$ cat src/rtl/verdata_pkg.sv
// Shared types and constants for the verbus arbiter slice.
// Word and strobe widths are common to every CPU-side and target-side bus.
package Verdata_pkg;

  typedef logic [31:0] word_t;
  typedef logic [3:0]  wstrobe_t;

  typedef enum logic [1:0] {
    IDLE   = 2'd0,
    BUSY_I = 2'd1,
    BUSY_D = 2'd2
  } verbus_state_e;

  // Read data returned to a master whose transfer was force-completed.
  localparam word_t TimeoutRdata = 32'h0000_0000;

  localparam int unsigned CntWidth = 16;

endpackage

$ cat src/rtl/verbus_timeout_counter.sv
// Counts BUSY cycles without a target response; flags when the count reaches the limit.
// A zero limit never expires.
module verbus_timeout_counter
  import Verdata_pkg::*;
(
  input  logic                clk,
  input  logic                reset,
  input  logic                clear,
  input  logic                enable,
  input  logic [CntWidth-1:0] limit,
  output logic                expired
);

  localparam logic [CntWidth-1:0] CntOne = 1;

  logic [CntWidth-1:0] count_q, count_d;

  always_comb begin
    count_d = count_q;
    if (clear) begin
      count_d = '0;
    end else if (enable) begin
      count_d = count_q + CntOne;
    end
  end

  always_ff @(posedge clk) begin
    if (reset) begin
      count_q <= '0;
    end else begin
      count_q <= count_d;
    end
  end

  assign expired = (limit != '0) && (count_q == limit);

endmodule

$ cat src/rtl/verbus_arbiter.sv
// Two-master (ibus/dbus) to single-target bus arbiter with optional round-robin
// and optional forced completion of stalled transfers.
module verbus_arbiter
  import Verdata_pkg::*;
#(
  parameter int unsigned ROUND_ROBIN = 0,
  parameter int unsigned TIMEOUT     = 0
) (
  input  logic     clk,
  input  logic     reset,
  // Instruction bus (read-only master)
  input  logic     i_valid,
  input  word_t    i_address,
  output word_t    i_rdata,
  output logic     i_ready,
  output logic     i_irq,
  // Data bus (read-write master)
  input  logic     d_valid,
  input  word_t    d_address,
  input  wstrobe_t d_wstrobe,
  input  word_t    d_wdata,
  output word_t    d_rdata,
  output logic     d_ready,
  output logic     d_irq,
  // Target bus
  output logic     s_valid,
  output word_t    s_address,
  output wstrobe_t s_wstrobe,
  output word_t    s_wdata,
  input  word_t    s_rdata,
  input  logic     s_ready,
  input  logic     s_irq,
  output logic     timeout_flag
);

  localparam logic [CntWidth-1:0] Limit = CntWidth'(TIMEOUT);

  verbus_state_e state_q, state_d;
  logic          last_d_q, last_d_d;  // 1: dbus was granted last
  logic          flag_q, flag_d;

  logic grant_i, grant_d, busy;
  logic m_valid, hit, done, grant;
  logic expired;

  always_comb begin
    grant_i = (state_q == BUSY_I);
    grant_d = (state_q == BUSY_D);
    busy    = grant_i | grant_d;
    m_valid = (grant_i & i_valid) | (grant_d & d_valid);
    hit     = busy & expired;
    // Reset abandons the transfer, so no ready may escape in that cycle.
    done    = m_valid & (s_ready | hit) & ~reset;
  end

  always_comb begin
    state_d = state_q;
    unique case (state_q)
      IDLE: begin
        if (i_valid && d_valid) begin
          state_d = ((ROUND_ROBIN != 0) && last_d_q) ? BUSY_I : BUSY_D;
        end else if (d_valid) begin
          state_d = BUSY_D;
        end else if (i_valid) begin
          state_d = BUSY_I;
        end
      end
      BUSY_I: begin
        if (!i_valid) begin
          state_d = IDLE;
        end else if (done) begin
          state_d = d_valid ? BUSY_D : IDLE;
        end
      end
      BUSY_D: begin
        if (!d_valid) begin
          state_d = IDLE;
        end else if (done) begin
          state_d = i_valid ? BUSY_I : IDLE;
        end
      end
      default: state_d = IDLE;
    endcase

    grant    = (state_d != IDLE) && (state_d != state_q);
    last_d_d = grant ? (state_d == BUSY_D) : last_d_q;
    flag_d   = flag_q | (m_valid & hit);
  end

  always_ff @(posedge clk) begin
    if (reset) begin
      state_q  <= IDLE;
      last_d_q <= 1'b0;
      flag_q   <= 1'b0;
    end else begin
      state_q  <= state_d;
      last_d_q <= last_d_d;
      flag_q   <= flag_d;
    end
  end

  verbus_timeout_counter u_timeout (
    .clk     (clk),
    .reset   (reset),
    .clear   (grant),
    .enable  (busy & ~s_ready & (Limit != '0)),
    .limit   (Limit),
    .expired (expired)
  );

  always_comb begin
    s_valid   = m_valid & ~hit;
    s_address = '0;
    s_wstrobe = '0;
    s_wdata   = '0;
    i_ready   = grant_i & done;
    d_ready   = grant_d & done;
    i_rdata   = '0;
    d_rdata   = '0;
    if (grant_i) begin
      s_address = i_address;
      i_rdata   = hit ? TimeoutRdata : s_rdata;
    end
    if (grant_d) begin
      s_address = d_address;
      s_wstrobe = d_wstrobe;
      s_wdata   = d_wdata;
      d_rdata   = hit ? TimeoutRdata : s_rdata;
    end
  end

  assign i_irq        = s_irq;
  assign d_irq        = s_irq;
  assign timeout_flag = flag_q;

endmodule

$ cat config.mk
export PLATFORM = sky130hd
export DESIGN_NAME = verbus_arbiter
export DESIGN_NICKNAME = d
export VERILOG_FILES = /design/src/rtl/verdata_pkg.sv /design/src/rtl/verbus_timeout_counter.sv /design/src/rtl/verbus_arbiter.sv
export SDC_FILE = /design/constraint.sdc
export NUM_CORES = 1
export LEC_CHECK = 0
export ABC_CLOCK_PERIOD_IN_PS = 3450
export CAP_MARGIN = 5
export CORE_AREA = 2 2 106 108
export CTS_CLUSTER_DIAMETER = 50
export DETAILED_ROUTE_END_ITERATION = 10
export DIE_AREA = 0 0 108 110
export HOLD_SLACK_MARGIN = 0.05
export SLEW_MARGIN = 20
export SYNTH_ARGS = -nofsm -noshare
export SYNTH_HDL_FRONTEND = slang
export SYNTH_SLANG_ARGS = --single-unit
$ cat constraint.sdc
create_clock -name clk -period 3.45 [get_ports clk]
set_input_delay 0.69 -clock clk [delete_from_list [all_inputs] [get_ports clk]]
set_output_delay 0.69 -clock clk [all_outputs]
set_load 0.01 [all_outputs]
==> results.md, run 1 <==
* Leakage at 1.52 nW
* Finished Layout Cells at 564
* Final hold violation count at 0
* #FFs+latches synth at 2
* Final min period at 2.83 ns
* Hold WC Path Type: reg -> reg
* Flip-flop count of the largest register after layout at 2
* CP Class: reg -> out
* First-pass GRT wire length at 11.5 mm
* Site row count at 38
* Worst Max-Slew Pin Slew at 0.537 ns
* Post_cts resized at 0
* Worst Path Buf+Inv at 2
* Htree depth at 1
* Cell area after synthesis at 1180 µm²
* Hold-fix buffers, CTS at 0
* CP arrival at 2.14 ns
* Syn_area_per_cell at 6.98 µm²
* Clock sink count at 2
* Post-route ant nets at 0
* Placed cell count at 561
* Post-CTS Setup Bufs at 0
* WP data required at 2.76 ns
* Synth cell types at 19
* Final net count at 564
* Clk Tree Root Cell: clkbuf_8
* NetSw at 167 µW
* Sequential share of power at 4.8%
* Starting Density at 11.0%
* Ys Warns at 0
* Clock share of power at 16.9%
* Clk buf depth at 2
* Initial antenna violation count at 0
* Slowest stage delay, CP at 0.54 ns
* DP HPWL at 6.84 mm
* Fillers at 1100
* Delay-heaviest family, CP: buffers and inverters
* Gate count of the mapped netlist at 169
* Total power divided by cell area at 140 nW/µm²
* # Max-Cap Violations at 0
* Pint at 396 µW
* Register area share after synthesis at 3.39%
* Syn_nets at 307
* Final period util at 82.1%
* Die ar. at 11900 µm²
* Ports at 276
* Critical Path, Cell by Cell: nor2b_4, buf_12, and3_1, clkdlybuf4s50_1
* DR pass1 iterations at 4
* ANT cells at 0
* CTS buffer count at 3
* Die width at 108 µm
* RSZ-0062 raised after global routing: no
* Fin Clk Skew at 0.00186 ns
* Biggest regs: state_q (2)
* Via density at 3.88
* Largest net degree at the start of global routing at 103
* Crit-path max FO at 45
* WL final at 8.24 mm
* Startpoint Class: flop
* Port buffer count at 271
* Final setup violation count at 0
* Critical Path Sink Type: primary output
* Worst hold slack at 0.551 ns
* Rel. slew slack at 64.1%
* Area Growth Syn to Fin at 241%
* Net switching fraction of the power at 29.6%
* DR WL/cell at 14.6 µm
* Slew Limit Fails at 0
* Die Y at 110 µm
* Outcome: finished, final reports clean
* Clock-pin slew on the worst setup and hold paths at 0.03 ns
* CTS tree: built
* FMAX at 353 MHz
* DR vias at 2186
* Core area at 10700 µm²
* Layout cells sized above 1 at 1.65%
* DR DRC count at 0
* Most flop-heavy register: state_q
* CP max-delay cell: clkdlybuf4s50_1
* GRT overflow at 0
* Worst VDD drop at 0.0000927 V
* Vias in the first global route at 2222
* 1st-iter DRT viols at 74
* Setup TNS at 0 ns
* Clock latency on the worst-skew pair at 0.22 ns
* Total Routing Usage GR at 12.2%
* Combinational Power Share at 78.3%
* GPL Wtd Cong at 0.857
## layout make-up
type                    count  area [µm²]  share of cell area [%]
well taps                 140         175                    4.36
repair buffers            273        2750                    68.5
multi-input cells         146        1010                    25.1
clock buffers               3        41.3                    1.03
flip-flops and latches      2        40.0                   0.996
## metal layers
metal  global-route usage [%]  up-vias  wire, µm
met5                        0        -         0
met4                     2.01        0        68
met3                     3.59        6       778
met2                     24.8      125      4650
met1                     12.3      980      2740
li1                         -     1075         -
## cell families (layout without fill, tap and decap cells)
family / Yosys count / after routing / share of synthesized area (%)
buffers and inverters: 21 / 276 / 11.5
and+or+nand+nor: 108 / 108 / 57.7
AOI/OAI and AO/OA: 37 / 37 / 27.1
other: 1 / 1 / 0.318
DFF: 2 / 2 / 3.39
## cells in the mapped netlist, drive strengths merged
master / count / area [µm²]
buf: 18 / 124
a221oi: 1 / 8.76
conb: 1 / 3.75
clkbuf: 3 / 11.3
o211a: 1 / 10.0
and2b: 1 / 7.51
o21bai: 1 / 7.51
and4b: 1 / 10.0
nand2b: 1 / 6.26
nor2b: 2 / 15.0
and2: 100 / 626
and3: 2 / 12.5
dfxtp: 2 / 40.0
o21ai: 1 / 5.00
nand2: 1 / 3.75
a22o: 33 / 289
## through the flow
step / worst slack [ns] / total power, mW / util [%] / instance area (µm²)
after floorplan: 1.73 / 0.163 / - / 1180
after global placement: 0.681 / 0.468 / 37.2 / 3980
after detailed placement: 0.638 / 0.471 / 37.2 / 3980
after CTS: 0.595 / 0.569 / 37.6 / 4020
after global routing: 0.506 / 0.592 / 37.6 / 4020
final: 0.616 / 0.563 / 37.6 / 4020
## power groups by stage
| stage | Clock [mW] | Sequential [mW] | Combinational (mW) |
|---|---|---|---|
| after global routing | 0.0946 | 0.0274 | 0.470 |
| final | 0.0949 | 0.0271 | 0.441 |
| after global placement | 0 | 0.0270 | 0.441 |
| after detailed placement | 0 | 0.0272 | 0.444 |
| after floorplan | 0 | 0.0263 | 0.137 |
| after CTS | 0.0954 | 0.0270 | 0.447 |
## layout by cell type (no fill, tap or decap), drive strengths merged
cell type	netlist	final
o211a	1	1
buf	18	2
and3	2	2
dfxtp	2	2
a22o	33	33
and4b	1	1
and2	100	100
nor2b	2	2
and2b	1	1
clkdlybuf4s50	0	271
a221oi	1	1
nand2b	1	1
o21bai	1	1
conb	1	1
o21ai	1	1
clkbuf	3	3
nand2	1	1
## final timing paths
path                              endpoint       start  cells after the start  slack, ns
worst max-delay path               i_ready  state_q[0]                      4       0.62
worst min-delay path            state_q[1]  state_q[0]                      1       0.55
worst max register to register  state_q[0]  state_q[1]                      2       2.58
worst min register to register  state_q[1]  state_q[0]                      1       0.55
(Power assumes the default switching activity.)
==> run 2: changes to the inputs <==
ABC_CLOCK_PERIOD_IN_PS = 2800   (was 3450)
clock period = 2.8 ns   (was 3.45 ns; I/O delays follow)
==> results.md, run 2 (synthesis results as in run 1) <==
* Starting Density at 11.0% (unchanged)
* Most common cell after layout, fill and taps aside: clkdlybuf4s50_1
* ANT cells at 0 (unchanged)
* DP HPWL at 7.05 mm (+3.1%)
* Die width at 108 µm (unchanged)
* Delay-heaviest family, CP: buffers and inverters
* Clock share of power at 16.6% (-0.3 points)
* Critical Path Sink Type: primary output
* Crit-path max FO at 31 (-31%)
* Clk buf depth at 2 (unchanged)
* Worst VDD drop at 0.0000798 V (-14%)
* Setup TNS at 0 ns (unchanged)
* Via density at 3.86 (-0.35%)
* Clock sink count at 2 (unchanged)
* Final Power at 689 µW (+22%)
* DR WL/cell at 14.4 µm (-1.7%)
* CP max-delay cell: clkdlybuf4s50_1
* GPL Wtd Cong at 0.874 (+2.0%)
* Die Y at 110 µm (unchanged)
* Die ar. at 11900 µm² (unchanged)
* Pint at 488 µW (+23%)
* DR pass1 iterations at 4 (unchanged)
* Final min period at 2.62 ns
* Most flop-heavy register: state_q
* Commonest non-fill, non-tap cells in the layout: clkdlybuf4s50_1, and2_1, a22o_1
* # Max-Cap Violations at 0 (unchanged)
* FMAX at 382 MHz
* Finished Layout Cells at 566 (+0.35%)
* Layout cells sized above 1 at 2.11% (+0.46 points)
* CP arrival at 2.06 ns (-0.08 ns)
* Ports at 276 (unchanged)
* Clk Tree Root Cell: clkbuf_8
* Biggest regs: state_q (2)
* GRT overflow at 0 (unchanged)
* Post-route ant nets at 0 (unchanged)
* Clock-pin slew on the worst setup and hold paths at 0.03 ns (about the same)
* 1st-iter DRT viols at 64 (-14%)
* Slowest stage delay, CP at 0.54 ns (about the same)
* Port buffer count at 271 (unchanged)
* Total power divided by cell area at 171 nW/µm² (+22%)
* Combinational Power Share at 78.5% (+0.2 points)
* Placed cell count at 563 (+0.36%)
* Flip-flop count of the largest register after layout at 2 (unchanged)
* CTS tree: built
* CP Class: reg -> out
* Net switching fraction of the power at 29.1% (-0.48 points)
* WP data required at 2.24 ns (-0.52 ns)
* Hold-fix buffers, CTS at 0 (unchanged)
* NetSw at 201 µW (+20%)
* Final period util at 93.5%
* WL final at 8.13 mm (-1.3%)
* Slew Limit Fails at 0 (unchanged)
* DR vias at 2186 (unchanged)
* Largest net degree at the start of global routing at 62 (-40%)
* Initial antenna violation count at 0 (unchanged)
* Vias in the first global route at 2199 (-1.0%)
* Total Routing Usage GR at 11.8% (-0.36 points)
* Final setup violation count at 0 (unchanged)
* Sequential share of power at 4.8% (about the same)
* Worst Path Buf+Inv at 2 (unchanged)
* DR DRC count at 0 (unchanged)
* RSZ-0062 raised after global routing: no
* Multi-input gate area at 1010 µm² (unchanged)
* CTS buffer count at 3 (unchanged)
* Htree depth at 1 (unchanged)
* Hold WC Path Type: reg -> reg
* Area Growth Syn to Fin at 241% (about the same)
* Outcome: finished, final reports clean
* Reg area at 40.0 µm² (unchanged)
* Final hold violation count at 0 (unchanged)
* Clock latency on the worst-skew pair at 0.21 ns (about the same)
* Fillers at 1118 (+1.6%)
* Fin Clk Skew at 0.00108 ns (-0.000786 ns)
* Site row count at 38 (unchanged)
* Post_cts resized at 0 (unchanged)
* First-pass GRT wire length at 11.1 mm (-3.9%)
* Leakage at 1.53 nW (+0.49%)
* Core area at 10700 µm² (unchanged)
* Worst hold slack at 0.521 ns (-0.0300 ns)
* Post-CTS Setup Bufs at 0 (unchanged)
* Final net count at 566 (+0.35%)
* Startpoint Class: flop
* Critical Path, Cell by Cell: and2b_2, buf_4, and2_1, clkdlybuf4s50_1
run 2: changes by cell type in the layout (fill, tap and decap cells not counted):
cell | previous run | this run
buf_4 | 0 | 3
buf_12 | 2 | 1
run 2: worst paths after layout:
kind	startpoint	end	slack [ns]	depth (start not counted)
worst min register to register	state_q[0]	state_q[1]	0.52	1
worst max register to register	state_q[1]	state_q[0]	1.92	2
worst max-delay path	state_q[1]	d_rdata[22]	0.18	4
worst min-delay path	state_q[0]	state_q[1]	0.52	1
run 2: metal layers:
metal | global-route usage (%) | share of wire, % | up-vias
met5 | 0 | 0 | -
met4 | 1.65 | 0.26 | 0
met3 | 3.76 | 9.9 | 2
met2 | 24.4 | 57 | 117
met1 | 11.6 | 33 | 986
li1 | - | - | 1081
run 2: power groups by stage:
stage | Combinational, mW | Clock [mW] | Sequential, mW
after floorplan | 0.168 | 0 | 0.0324
after global placement | 0.544 | 0 | 0.0331
after detailed placement | 0.546 | 0 | 0.0333
after CTS | 0.549 | 0.118 | 0.0331
after global routing | 0.577 | 0.121 | 0.0333
final | 0.541 | 0.115 | 0.0332
run 2: metrics by stage:
stage / util, % / setup slack (ns) / cell area (µm²)
5_1_grt: 37.6 / 0.0725 / 4020
6_report: 37.6 / 0.181 / 4020
3_3_place_gp: 37.2 / 0.279 / 3980
2_1_floorplan: - / 1.21 / 1180
3_5_place_dp: 37.2 / 0.285 / 3980
4_1_cts: 37.6 / 0.175 / 4020
run 2: layout make-up:
| type | count | share of cell area, % |
|---|---|---|
| timing repair buffer | 275 | 68.5 |
| multi-input combinational | 146 | 25.1 |
| tap | 140 | 4.35 |
| clock buffer | 3 | 1.03 |
| sequential | 2 | 0.995 |
run 2: worst reg2reg max path, cell delays in order, from the launching register on:
cell and delay (ns):
dfxtp_1 0.46, o21bai_1 0.11, o211a_1 0.20
==> run 3: changes to the inputs <==
SKIP_CTS_REPAIR_TIMING = 1   (was unset)
==> results of run 3 <==
Same layout as run 2: the final DEF is identical, and so are final timing and power.
